File: config.mk
export PLATFORM = sky130hd
export DESIGN_NAME = famicom_cpu_bus_master
export DESIGN_NICKNAME = d
export VERILOG_FILES = /design/src/rtl/famicom_bus_pkg.sv /design/src/rtl/m2_phase_gen.sv /design/src/rtl/famicom_cpu_bus_master.sv
export SDC_FILE = /design/constraint.sdc
export NUM_CORES = 1
export LEC_CHECK = 0
export ABC_AREA = 0
export BUFFER_PORTS_ARGS = -buffer_cell sky130_fd_sc_hd__buf_2
export CAP_MARGIN = 20
export CORE_UTILIZATION = 40
export CTS_CLUSTER_DIAMETER = 120
export CTS_CLUSTER_SIZE = 25
export DETAILED_ROUTE_END_ITERATION = 6
export GPL_ROUTABILITY_DRIVEN = 0
export PLACE_DENSITY_LB_ADDON = 0.1
export REMOVE_ABC_BUFFERS = 1
export SETUP_SLACK_MARGIN = 0.05
export SLEW_MARGIN = 20
export SYNTH_ARGS = -nofsm -noshare
export SYNTH_HDL_FRONTEND = slang
export SYNTH_SLANG_ARGS = --single-unit
File: constraint.sdc
create_clock -name clk -period 2.9 [get_ports clk]
set_input_delay 0.58 -clock clk [delete_from_list [all_inputs] [get_ports clk]]
set_output_delay 0.58 -clock clk [all_outputs]
set_load 0.03 [all_outputs]
File: src/rtl/famicom_bus_pkg.sv
// Shared constants and request type for the Famicom cartridge CPU bus master and its bench models.
package famicom_bus_pkg;

    localparam int unsigned PHI1_CLKS_DEFAULT = 15;
    localparam int unsigned PHI2_CLKS_DEFAULT = 13;

    // Phase indices: K_HOLD keeps the previous bus state, K_APPLY shows the new one.
    localparam int unsigned K_HOLD  = 0;
    localparam int unsigned K_APPLY = 1;

    typedef struct packed {
        logic [15:0] addr;
        logic        rw;
        logic [7:0]  wdata;
    } bus_req_t;

    function automatic int unsigned phase_count(input int unsigned phi1, input int unsigned phi2);
        return phi1 + phi2;
    endfunction

endpackage

File: src/rtl/m2_phase_gen.sv
// Free-running bus-cycle phase counter producing registered M2 and phase strobes.
module m2_phase_gen
    import famicom_bus_pkg::*;
#(
    parameter int unsigned PHI1_CLKS = PHI1_CLKS_DEFAULT,
    parameter int unsigned PHI2_CLKS = PHI2_CLKS_DEFAULT
) (
    input  logic clk_i,
    input  logic reset_i,
    output logic m2_o,
    output logic k_first_o,
    output logic k_apply_o,
    output logic k_last_o
);

    localparam int unsigned N  = phase_count(PHI1_CLKS, PHI2_CLKS);
    localparam int unsigned KW = $clog2(N);

    localparam logic [KW-1:0] KLast  = KW'(N - 1);
    localparam logic [KW-1:0] KM2    = KW'(PHI1_CLKS);
    localparam logic [KW-1:0] KHold  = KW'(K_HOLD);
    localparam logic [KW-1:0] KApply = KW'(K_APPLY);

    logic [KW-1:0] k_q, k_d;
    logic          m2_q, k_first_q, k_apply_q, k_last_q;

    always_comb begin
        k_d = (k_q == KLast) ? '0 : k_q + KW'(1);
    end

    // Outputs are decoded from k_d so that they line up with k_q after the edge.
    always_ff @(posedge clk_i) begin
        if (reset_i) begin
            k_q       <= '0;
            m2_q      <= 1'b0;
            k_first_q <= 1'b1;
            k_apply_q <= 1'b0;
            k_last_q  <= 1'b0;
        end else begin
            k_q       <= k_d;
            m2_q      <= (k_d >= KM2);
            k_first_q <= (k_d == KHold);
            k_apply_q <= (k_d == KApply);
            k_last_q  <= (k_d == KLast);
        end
    end

    assign m2_o      = m2_q;
    assign k_first_o = k_first_q;
    assign k_apply_o = k_apply_q;
    assign k_last_o  = k_last_q;

endmodule

File: src/rtl/famicom_cpu_bus_master.sv
// Console-side Famicom CPU bus initiator: request/response handshake to phased M2, /ROMSEL,
// R/W, address and data activity, with continuously running M2 and a synchronized /IRQ.
module famicom_cpu_bus_master
    import famicom_bus_pkg::*;
#(
    parameter int unsigned PHI1_CLKS = PHI1_CLKS_DEFAULT,
    parameter int unsigned PHI2_CLKS = PHI2_CLKS_DEFAULT,
    parameter logic [15:0] IDLE_ADDR = 16'h0000
) (
    input  logic        clk,
    input  logic        reset,
    input  logic        req_valid,
    output logic        req_ready,
    input  logic [15:0] req_addr,
    input  logic        req_rw,
    input  logic [7:0]  req_wdata,
    output logic        resp_valid,
    output logic [7:0]  resp_rdata,
    output logic        m2,
    output logic        romsel,
    output logic        cpu_rw,
    output logic [14:0] cpu_addr,
    output logic [7:0]  cpu_data_out,
    output logic        cpu_data_oe,
    input  logic [7:0]  cpu_data_in,
    input  logic        irq_n,
    output logic        irq_active
);

    logic k_first, k_apply, k_last;

    m2_phase_gen #(
        .PHI1_CLKS (PHI1_CLKS),
        .PHI2_CLKS (PHI2_CLKS)
    ) u_phase (
        .clk_i     (clk),
        .reset_i   (reset),
        .m2_o      (m2),
        .k_first_o (k_first),
        .k_apply_o (k_apply),
        .k_last_o  (k_last)
    );

    bus_req_t    pend_q;
    logic        pend_full_q;
    logic        active_q;
    logic [15:0] addr_q;
    logic        rw_q;
    logic        oe_q;
    logic [7:0]  dout_q;
    logic [7:0]  rdata_q;
    logic        resp_valid_q;
    logic [1:0]  irq_sync_q;

    logic        accept;
    logic        apply;
    bus_req_t    req_in;
    bus_req_t    src;

    always_comb begin
        req_in    = '{addr: req_addr, rw: req_rw, wdata: req_wdata};
        req_ready = ~pend_full_q & ~reset;
        accept    = req_valid & req_ready;
        // A request accepted in the k==0 clk is bypassed straight onto the bus.
        apply     = pend_full_q | accept;
        src       = pend_full_q ? pend_q : req_in;
    end

    always_ff @(posedge clk) begin
        if (reset) begin
            pend_q       <= '0;
            pend_full_q  <= 1'b0;
            active_q     <= 1'b0;
            addr_q       <= IDLE_ADDR;
            rw_q         <= 1'b1;
            oe_q         <= 1'b0;
            dout_q       <= 8'h00;
            rdata_q      <= 8'h00;
            resp_valid_q <= 1'b0;
            irq_sync_q   <= 2'b11;
        end else begin
            // The entry stays visible through k==1 so req_ready is low while it drains.
            if (accept) begin
                pend_q      <= req_in;
                pend_full_q <= 1'b1;
            end else if (k_apply) begin
                pend_full_q <= 1'b0;
            end

            if (k_first) begin
                active_q <= apply;
                if (apply) begin
                    addr_q <= src.addr;
                    rw_q   <= src.rw;
                    oe_q   <= ~src.rw;
                    if (!src.rw) begin
                        dout_q <= src.wdata;
                    end
                end else begin
                    addr_q <= IDLE_ADDR;
                    rw_q   <= 1'b1;
                    oe_q   <= 1'b0;
                end
            end

            resp_valid_q <= k_last & active_q;
            if (k_last && active_q && rw_q) begin
                rdata_q <= cpu_data_in;
            end

            irq_sync_q <= {irq_sync_q[0], irq_n};
        end
    end

    assign romsel       = ~(addr_q[15] & m2);
    assign cpu_rw       = rw_q;
    assign cpu_addr     = addr_q[14:0];
    assign cpu_data_out = dout_q;
    assign cpu_data_oe  = oe_q;
    assign resp_valid   = resp_valid_q;
    assign resp_rdata   = rdata_q;
    assign irq_active   = ~irq_sync_q[1];

endmodule

Yosys cells after proc, flatten, opt, wreduce, memory -nomap -nowiden
Index checks and enable logic that the tools add are counted.

word-level totals
  flip-flop bits (word level) = 73
  input bits = 37
  output and inout bits = 38
  word-level logic and storage cells = 44

operators by class
  $add $sub $neg = 1
  $lt $le $gt $ge = 1
  equal/unequal tests = 3
  mux-type cells = 7
  bitwise operators = 10
  reduce and logical (&&, ||, !) cells = 5

operators with widths
  cell                                                                                 number
  25-bit two-way mux                                                                   1
  16-bit two-way mux                                                                   1
  5-bit equality test, second input constant                                           2
  5-bit by 1-bit adder with 5-bit output, second input constant                        1
  5-bit by 1-bit equality test with 1-bit output, second input constant                1
  5-bit by 4-bit greater-or-equal comparator with 1-bit output, second input constant  1
  5-bit zero test                                                                      1
  5-bit two-way mux                                                                    1
  1-bit NOT                                                                            5
  1-bit bitwise AND                                                                    4
  1-bit two-way mux                                                                    4
  3-bit AND reduction                                                                  1
  1-bit logical AND                                                                    2
  2-bit nonzero test                                                                   1
  1-bit bitwise OR                                                                     1

Longest topological paths before layout
Gate-level depths: netlist (run 1).

  word-level depth = 5
  depth in mapped cells = 5
  depth with buffers taken out = 4

Cells and area by module
Synthesis (run 1) repeated with hierarchy kept, for this count alone.

second synthesis, totals
  cell total of the unflattened synthesis = 348
  area, all modules = 3,120.5 um^2

by module, submodules not included
  module                  times used  cells an instance  area an instance (um^2)  sequential area each (um^2)
  famicom_cpu_bus_master  1           296                2,617.5                  1,281.2
  m2_phase_gen            1           52                 503.0                    180.2

Least setup slack after synthesis (run 1)
Ideal clock, no wire load.

  kind = input to output
  start = input port reset
  end = output port req_ready
  arrival time = 1.375 ns
  required time = 2.320 ns
  path slack = 0.945 ns
  stages = 3
  path buffers = 2
  cells stage by stage = clkbuf_1 > clkbuf_1 > nor2_1

on the way
  longest elaborated chain between the ends = 2

ends and longest elaborated chain
  element             RTL line                      text
  start: declaration  famicom_cpu_bus_master.sv:11  input logic reset,
  1-bit NOT           famicom_cpu_bus_master.sv:62  req_ready = ~pend_full_q & ~reset;
  1-bit bitwise AND   famicom_cpu_bus_master.sv:62
  end: declaration    famicom_cpu_bus_master.sv:13  output logic req_ready,

Every way passes these cells.

Worst setup path after layout (run 1)
  start = register pend_full_q
  end = register dout_q[4], in the netlist cpu_data_out[4]

on the way
  longest elaborated chain between the ends = 5
  elaborated cells between the ends (all ways) = 7
  those cells by class = mux (1); bitwise (5); reduce/logical (1)

ends and longest elaborated chain
  element                        RTL line                      text
  start: declaration             famicom_cpu_bus_master.sv:45  logic pend_full_q;
  start signal: assignment       famicom_cpu_bus_master.sv:72  pend_full_q <= 1'b0;
  start signal: assignment       famicom_cpu_bus_master.sv:85  pend_full_q <= 1'b1;
  start signal: assignment       famicom_cpu_bus_master.sv:87  pend_full_q <= 1'b0;
  1-bit NOT                      famicom_cpu_bus_master.sv:62
  1-bit bitwise AND              famicom_cpu_bus_master.sv:62
  1-bit bitwise AND              famicom_cpu_bus_master.sv:63  accept = req_valid & req_ready;
  1-bit bitwise OR               famicom_cpu_bus_master.sv:65  apply = pend_full_q | accept;
  3-bit AND reduction (no line)  n/a
  end signal: assignment         famicom_cpu_bus_master.sv:97  dout_q <= src.wdata;
  end: declaration               famicom_cpu_bus_master.sv:50  logic [7:0] dout_q;

Parallel ways exist; a longest one is shown, timed or not.
A chain may end at the register's enable or synchronous reset.

==> results of run 1 <==
## power breakdown
group | internal (mW) | switching (mW)
combinational | 0.112 | 0.184
sequential | 1.06 | 0.0358
clock | 0.418 | 0.375
total | 1.59 | 0.595
## kinds of logic (layout without fill, tap and decap cells)
logic type | after synthesis | after routing
compound gates | 65 | 65
xor+xnor | 1 | 1
fa+ha+maj | 4 | 4
buf+inv | 54 | 111
flops | 73 | 73
mux | 18 | 18
simple gates | 132 | 132
## Yosys cell counts (all sizes together)
cell type / n
a211oi: 19
o21bai: 1
a311o: 1
nand4b: 1
a21oi: 21
inv: 14
clkbuf: 18
ha: 4
nor3b: 2
nand3b: 9
a21o: 2
nor2b: 3
a31oi: 1
and4b: 1
or2: 5
nor2: 31
a21boi: 2
o21ai: 1
xor2: 1
mux2: 8
or4b: 1
or3b: 2
mux2i: 10
nand3: 2
nand2: 71
dfxtp: 73
nand2b: 2
o41ai: 1
a311oi: 16
buf: 22
or4: 1
and3: 1
## through the flow
step                      utilization (%)  setup slack, ns  instances
after detailed placement             46.6            0.678        487
final                                49.3            0.998        503
after global placement               46.6            0.732        487
after floorplan                         -            0.964        307
after CTS                            49.3             1.01        503
after global routing                 49.3            0.901        503
## worst max-delay path, delay by kind of cell (launching register included)
family	cells	cell delay [ns]
DFF	1	0.43
AOI/OAI and AO/OA	2	0.66
and+or+nand+nor	1	0.74
## sequential cells by signal (all words and copies together) (netlist names)
name,flops
u_phase.k_first_o,1
u_phase.k_q,5
u_phase.k_apply_o,1
cpu_data_oe,1
irq_sync_q,2
u_phase.m2_o,1
pend_q,25
resp_rdata,8
cpu_rw,1
u_phase.k_last_o,1
addr_q,16
cpu_data_out,8
pend_full_q,1
resp_valid,1
active_q,1
## final timing paths
path | to | slack [ns] | cells past startpoint
hold / removal | irq_sync_q[1]$_SDFF_PP1_ | 0.41 | 1
setup / recovery | cpu_data_out[4]$_SDFFE_PP0P_ | 1.0 | 3
hold reg to reg | irq_sync_q[1]$_SDFF_PP1_ | 0.41 | 1
setup reg to reg | cpu_data_out[4]$_SDFFE_PP0P_ | 1.0 | 3
## per-layer routing
layer,routed length (um),vias to the layer above
met1,3230,1096
met2,2910,55
li1,-,1268
met3,262,9
met4,105,0
met5,0,-
## area by class of cell
cell class                      count  area [sq um]
Multi-Input combinational cell    220          1350
Sequential cell                    73          1460
Timing Repair Buffer               81           423
Inverter                           14          52.6
Clock buffer                       11           141
Tap cell                           99           124
Clock inverter                      5          55.1
Fill cell                         728          3720
==> run summary, run 1 <==
Crit share post-route -> 65.6%
Max-slew violation count -> 0
Post-Synthesis Cells -> 347
Cell area after layout -> 0.00361 sq mm
Grt total ovfl -> 0
Largest net degree at the start of global routing -> 35
Pre-Repair DR Iteration Count -> 4
Clock Sink Count -> 73
Top cells by area, synth -> dfxtp_1, nand2_1, a311oi_1
RSZ-0062 raised after global routing -> false
Post-synthesis compound-gate area fraction -> 16.1%
Post-synthesis sequential area ratio -> 47.4%
Die Span X -> 89.8 um
Worst-path clk slew -> 0.08 ns
PortBufs -> 74
Maximum clock path buffer count -> 2
Synthesis-stage register bit count -> 73
Met1 GRT Util -> 22.5%
XOR/XNOR Fraction of Synth Area -> 0.284%
Post-route minimum period -> 1.90 ns
Slowest stage delay, CP -> 0.74 ns
Met3 Resource Use GR -> 3.98%
GRT Total Usage -> 17.2%
Setup bufs post-CTS -> 0
Setup TNS -> 0 ns
Layout Nets -> 440
Clock latency on the worst-skew pair -> 0.35 ns
Final Hold Fails -> 0
Critical Path Start Type -> register
Leak -> 1.59 nW
GR peak layer -> met2
H-tree level count -> 3
CP required -> 3.17 ns
Met2 usage in global routing -> 26.5%
Final wirelength -> 6510 um
Area Overhead vs Synth -> 17.2%
Crit. End Element -> register
Crit path from -> pend_full_q$_SDFFE_PP0P_
Synthesized cell area -> 0.00308 sq mm
IO Pins -> 75
Die Ht -> 89.8 um
Peak VDD IR -> 0.263 mV
Main combinational cell family by area after synthesis -> simple AND/OR/NAND/NOR gates
Initial antenna violation count -> 0
Hold_ws -> 0.412 ns
Starting Density -> 42.0%
Final setup vio count -> 0
DRC viols -> 0
Core box area -> 0.00733 sq mm
Dpl cell area -> 0.00341 sq mm
PD cells -> 605 mW/mm^2
Max Cap Viol -> 0
Worst slew margin -> 66.5%
Final Skew -> 0.00813 ns
CP cell instances -> or4b_1, a21o_1, a211oi_2
Vias in the first global route -> 2,297
Fraction of the mapped netlist area in adder cells -> 1.62%
Via-per-instance ratio -> 4.83
Critical path class -> reg2reg
Commonest cells after routing, fill and taps aside -> buf_2, dfxtp_1, nand2_1
Ant diodes -> 0
Synth top area share -> 47.4%
F_max -> 526 MHz
Starting DRC count in detailed routing -> 67
Mux share of post-synthesis cell area -> 6.17%
Crit Path Max Fanout -> 10
CTS tree -> built
WP data arrival -> 2.17 ns
Post-synth top area cell -> dfxtp_1
HPWL after DPL -> 4330 um
Worst-margin pin slew -> 0.501 ns
Total CTS buffers -> 9
Clock root buffer -> clkbuf_8
First-pass GRT wire length -> 11,000 um
Placement Rows -> 31
Syn_area_per_cell -> 8.88 sq um
Worst r2r src -> pend_full_q$_SDFFE_PP0P_
Status -> complete, no violations
Final ANT Viol Nets -> 0
Slowest cell on crit path -> or4b_1
Worst min path class -> reg2reg
Post-synth cell types -> 39
Design Power -> 2.18 mW
Via count -> 2,428
Commonest non-fill, non-tap cell in the layout -> buf_2
Die ar. -> 0.00806 sq mm
YS warnings -> 0
Simple-Gate Fraction of Synth Area -> 19.6%
Post-CTS Resized -> 0
Avg WL per Cell -> 12.9 um
Proportion of layout cells with a drive suffix above 1 -> 29.5%
Hold_buf cts -> 0
Hold Crit Start -> irq_sync_q[0]$_SDFF_PP1_
(Power assumes the default switching activity.)
==> run 2: changes to the inputs <==
Settings changed: ABC_AREA 0 to 1.
Clock period 2.9 ns to 1.71 ns, I/O delays scaled along.
==> run summary, run 2 <==
FF/Latch Area -> 0.00146 sq mm (unchanged)
Leak -> 1.67 nW (+4.9%)
RSZ-0062 raised after global routing -> false
Final ANT Viol Nets -> 0 (unchanged)
First-pass GRT wire length -> 10,300 um (-7.0%)
Crit path from -> pend_full_q$_SDFFE_PP0P_
Clock latency on the worst-skew pair -> 0.34 ns (about the same)
Crit share post-route -> 84.6%
Core box area -> 0.00725 sq mm (-1.1%)
CTS tree -> built
Top cells by area, synth -> dfxtp_1, nand2_1, a21oi_1
Status -> complete, no violations
Synthesis-stage register bit count -> 73 (unchanged)
Ant diodes -> 0 (unchanged)
Post-Synthesis Cells -> 391 (+13%)
Pre-Repair DR Iteration Count -> 4 (unchanged)
CP required -> 1.37 ns (-1.80 ns)
Crit. End Element -> output port
Design Power -> 3.55 mW (+62%)
Commonest non-fill, non-tap cell in the layout -> nand2_1
Maximum clock path buffer count -> 2 (unchanged)
HPWL after DPL -> 4480 um (+3.6%)
Post-synthesis sequential area ratio -> 48.7% (+1.3 points)
Slowest stage delay, CP -> 0.38 ns (-0.36 ns)
H-tree level count -> 3 (unchanged)
Area of the multi-input gates -> 0.00115 sq mm (-15%)
Clock root buffer -> clkbuf_8
WP data arrival -> 1.10 ns (-1.07 ns)
Die Ht -> 88.6 um (-1.3%)
Starting Density -> 41.4% (-0.67 points)
Fillers -> 748 (+2.7%)
Area Overhead vs Synth -> 17.8%
Placement Rows -> 31 (unchanged)
Vias in the first global route -> 2,203 (-4.1%)
Worst slew margin -> 65.7% (-0.83 points)
YS warnings -> 0 (unchanged)
Number of cells after detailed placement -> 541 (+11%)
GRT Total Usage -> 17.3% (+0.092 points)
Max Cap Viol -> 0 (unchanged)
PD cells -> 1000 mW/mm^2 (+66%)
Hold Crit Start -> irq_n
Initial antenna violation count -> 0 (unchanged)
Worst min path class -> in2reg
Largest net degree at the start of global routing -> 26 (-26%)
Total CTS buffers -> 9 (unchanged)
Layout Nets -> 494 (+12%)
Commonest cells after routing, fill and taps aside -> nand2_1, buf_2, dfxtp_1
CP cell instances -> nor2_8, buf_2
Max-slew violation count -> 0 (unchanged)
DRC viols -> 0 (unchanged)
Final setup vio count -> 0 (unchanged)
Max reg flops -> 25 (unchanged)
Critical Path Start Type -> register
Via count -> 2,593 (+6.8%)
Slowest cell on crit path -> dfxtp_1
Critical path class -> reg2out
Synthesized cell area -> 0.00300 sq mm (-2.6%)
Largest regs -> pend_q: 25 flops, addr_q: 16 flops
Final Skew -> 0.00854 ns (+0.000417 ns)
Final wirelength -> 6490 um (-0.35%)
Post-route minimum period -> 1.45 ns
EDFF count, synth -> 0 (unchanged)
Syn_area_per_cell -> 7.67 sq um (-14%)
Non-Filler Instances -> 556 (+11%)
IO Pins -> 75 (unchanged)
Worst-margin pin slew -> 0.513 ns (+0.0125 ns)
Avg WL per Cell -> 11.7 um (-9.9%)
Count leader, synth -> nand2_1
FFs w/ async S/R, synth -> 0% (unchanged)
Post-synth top flop -> dfxtp_1
Peak VDD IR -> 0.455 mV (+73%)
Die Span X -> 88.6 um (-1.3%)
Final Hold Fails -> 0 (unchanged)
Grt total ovfl -> 0 (unchanged)
Hold_buf cts -> 0 (unchanged)
Proportion of layout cells with a drive suffix above 1 -> 24.1% (-5.4 points)
Most flop-heavy register -> pend_q
Clock Sink Count -> 73 (unchanged)
Crit Path Max Fanout -> 3 (-7)
Dpl cell area -> 0.00337 sq mm (-1.2%)
Post-synth cell types -> 25 (-36%)
Post-CTS Resized -> 0 (unchanged)
Post-synth top area cell -> dfxtp_1
Starting DRC count in detailed routing -> 107 (+60%)
Via-per-instance ratio -> 4.66 (-3.4%)
Cell area after layout -> 0.00353 sq mm (-2.1%)
Worst-path clk slew -> 0.07 ns (about the same)
PortBufs -> 74 (unchanged)
Worst r2r src -> pend_full_q$_SDFFE_PP0P_
Post-synth top cells -> nand2_1, dfxtp_1, a21oi_1
F_max -> 691 MHz
Die ar. -> 0.00785 sq mm (-2.6%)
Synth top area share -> 48.7% (+1.3 points)
Setup bufs post-CTS -> 0 (unchanged)
[run 2: cell count changes in the layout (fill, tap and decap cells not counted), sizes merged, moves of 10 or more]
| cell | delta |
|---|---|
| a211oi | -19 |
| a21oi | +37 |
| a311oi | -16 |
| inv | +28 |
| mux2i | -10 |
| nand2 | +14 |
| nand3 | +17 |
| o21ai | +41 |
[run 2: area by class of cell]
type | count | area share [%]
repair buffers | 86 | 13.4
multi-input cells | 239 | 32.5
clock inverters | 6 | 1.03
well taps | 99 | 3.51
inverters | 44 | 4.71
flip-flops and latches | 73 | 41.4
clock buffers | 9 | 3.51
[run 2: routing by layer]
layer  up-vias  track usage, %  wire, um
li1       1357               -         -
met3         8            3.92       352
met1      1160            22.9      3140
met2        68            26.6      2910
met5         -               0         0
met4         0            8.36        78
[run 2: path summary, 6_finish.rpt]
check | to | slack (ns) | cells after the start
worst min register to register | pend_full_q$_SDFFE_PP0P_ | 0.41 | 1
worst min-delay path | irq_sync_q[0]$_SDFF_PP1_ | 0.18 | 2
worst max-delay path | req_ready | 0.26 | 2
worst max register to register | cpu_data_out[1]$_SDFFE_PP0P_ | 0.33 | 6
[run 2: cells by family after synthesis]
group | Yosys count | synth area share (%)
buffers and inverters | 79 | 13.0
DFF | 73 | 48.7
adders and majority gates | 4 | 1.67
AOI/OAI and AO/OA | 103 | 17.8
and+or+nand+nor | 132 | 18.8
[run 2: stage by stage]
stage	setup TNS (ns)	hold WS (ns)	setup WS (ns)	util [%]
detailed placement	0	0.395	0.274	46.5
CTS	0	0.170	0.231	48.7
global route	0	0.186	0.161	48.7
floorplan	-2.49	0.389	-0.0790	-
global placement	0	0.399	0.256	46.5
finish	0	0.185	0.263	48.7
[run 2: report_power, final]
group          internal, mW  switching (mW)
clock                 0.510           0.630
combinational         0.194           0.350
sequential             1.80          0.0639
total                  2.50            1.04
[run 2: critical path, delay by kind of cell, from the launching register on]
kind | cells | cell delay [ns]
buf+inv | 1 | 0.23
flops | 1 | 0.38
simple gates | 1 | 0.15
==> run 3: changes to the inputs <==
Clock period 1.71 ns to 1.4 ns, I/O delays scaled along.
==> run summary, run 3 (synthesis gave the netlist of run 2 again) <==
Largest regs -> pend_q: 25 flops, addr_q: 16 flops
Grt total ovfl -> 0 (unchanged)
RSZ-0062 raised after global routing -> true
Post-route minimum period -> 1.31 ns
PD cells -> 1310 mW/mm^2 (+30%)
Area Overhead vs Synth -> 23.0%
Max reg flops -> 25 (unchanged)
Starting Density -> 41.4% (unchanged)
Max-slew violation count -> 0 (unchanged)
Leak -> 1.72 nW (+2.9%)
First-pass GRT wire length -> 10,100 um (-2.0%)
Commonest cells after routing, fill and taps aside -> nand2_1, buf_2, dfxtp_1
Die ar. -> 0.00785 sq mm (unchanged)
Via-per-instance ratio -> 4.69 (+0.52%)
CP required -> 1.12 ns (-0.25 ns)
Die Span X -> 88.6 um (unchanged)
Most flop-heavy register -> pend_q
Non-Filler Instances -> 561 (+0.90%)
Vias in the first global route -> 2,099 (-4.7%)
PortBufs -> 74 (unchanged)
Crit. End Element -> output port
Commonest non-fill, non-tap cell in the layout -> nand2_1
Final Hold Fails -> 0 (unchanged)
CP delay by family, top -> flip-flops
Hold Crit Depth -> 2 (unchanged)
Worst slew margin -> 73.0% (+7.3 points)
Worst-margin pin slew -> 0.404 ns (-0.109 ns)
Die Ht -> 88.6 um (unchanged)
Crit share post-route -> 93.5%
Final wirelength -> 6730 um (+3.8%)
WP data arrival -> 1.03 ns (-0.07 ns)
WP buf/inv -> 2 (+1)
Peak VDD IR -> 0.649 mV (+43%)
Cells on worst reg2reg path -> 4 (-2)
Via count -> 2,630 (+1.4%)
Dpl cell area -> 0.00340 sq mm (+0.82%)
Final Skew -> 0.0101 ns (+0.00158 ns)
CTS tree -> built
Starting DRC count in detailed routing -> 139 (+30%)
Post-layout util -> 50.9% (+2.2 points)
GRT Total Usage -> 17.2% (-0.078 points)
Initial antenna violation count -> 0 (unchanged)
Layout Nets -> 498 (+0.81%)
Cell area after layout -> 0.00369 sq mm (+4.4%)
Worst min path class -> in2reg
CP cell instances -> buf_8, nor2_8, buf_6
Placement Rows -> 31 (unchanged)
Final ANT Viol Nets -> 0 (unchanged)
Number of cells after detailed placement -> 543 (+0.37%)
R2R Path End -> addr_q[0]$_SDFFE_PP0P_
Status -> complete, no violations
Final setup vio count -> 0 (unchanged)
Hold Crit Start -> irq_n
Flop2flop setup slack -> 0.17 ns (-0.16 ns)
Maximum clock path buffer count -> 2 (unchanged)
Worst r2r src -> u_phase.k_first_o$_SDFF_PP1_
Ant diodes -> 0 (unchanged)
Proportion of layout cells with a drive suffix above 1 -> 26.4% (+2.3 points)
Slowest stage delay, CP -> 0.34 ns (-0.04 ns)
Pre-Repair DR Iteration Count -> 6 (+2)
HPWL after DPL -> 4610 um (+2.8%)
Max Cap Viol -> 0 (unchanged)
Largest net degree at the start of global routing -> 23 (-12%)
Clock Sink Count -> 73 (unchanged)
IO Pins -> 75 (unchanged)
F_max -> 764 MHz
Total CTS buffers -> 9 (unchanged)
Core box area -> 0.00725 sq mm (unchanged)
H-tree level count -> 3 (unchanged)
Worst-path clk slew -> 0.08 ns (about the same)
Critical Path Start Type -> register
Worst Hold End -> irq_sync_q[0]$_SDFF_PP1_
Critical path class -> reg2out
Crit Path Max Fanout -> 2 (-1)
Avg WL per Cell -> 12.0 um (+2.9%)
Clock latency on the worst-skew pair -> 0.34 ns (about the same)
Clock root buffer -> clkbuf_8
Fillers -> 758 (+1.3%)
DRC viols -> 0 (unchanged)
Slowest cell on crit path -> dfxtp_2
[run 3: final cells by class]
cell class | instances | area (sq um) | area share [%]
sequential | 73 | 1460 | 39.7
timing repair buffer | 89 | 526 | 14.2
inverter | 44 | 166 | 4.51
tap | 99 | 124 | 3.36
clock buffer | 10 | 138 | 3.73
multi-input combinational | 240 | 1180 | 32.1
clock inverter | 6 | 88.8 | 2.41
[run 3: worst max path at each step]
stage	cells after the start	from	end
2_1_floorplan	5	pend_full_q$_SDFFE_PP0P_	addr_q[0]$_SDFFE_PP0P_
3_3_place_gp	6	pend_full_q$_SDFFE_PP0P_	pend_q[21]$_SDFFE_PP0P_
3_5_place_dp	6	pend_full_q$_SDFFE_PP0P_	pend_q[23]$_SDFFE_PP0P_
4_1_cts	3	pend_full_q$_SDFFE_PP0P_	req_ready
5_1_grt	4	u_phase.k_first_o$_SDFF_PP1_	addr_q[4]$_SDFFE_PP0P_
6_report	3	pend_full_q$_SDFFE_PP0P_	req_ready
[run 3: per-layer routing]
metal,wire (um),share of wire (%),vias up,track usage [%]
li1,-,-,1371,-
met1,3200,48,1185,23.3
met2,3080,46,65,25.9
met3,341,5.1,9,3.08
met4,113,1.7,0,9.68
met5,0,0,-,0
[run 3: what timing repair did]
| item | in CTS | in global routing |
|---|---|---|
| hold buffers | 0 | 0 |
| pin swaps | 0 | 1 |
| cloned | 0 | 1 |
| buffers inserted | 1 | 0 |
| gates resized for setup | 5 | 8 |
| setup endpoints to repair | 30 | 15 |
[run 3: stage by stage]
step	TNS (ns)	hold slack [ns]	setup WS [ns]	power, mW
3_5_place_dp	0	0.406	0.0346	3.01
5_1_grt	0	0.107	0.0431	5.08
3_3_place_gp	0	0.403	0.0514	3.00
4_1_cts	0	0.0982	0.0480	4.88
2_1_floorplan	-16.02	0.349	-0.389	2.73
6_report	0	0.117	0.0906	4.83
[run 3: power breakdown]
part	switching, mW	leakage (nW)	internal [mW]
Clock	0.789	0.109	1.05
Combinational	0.456	1.01	0.263
Sequential	0.0699	0.598	2.20
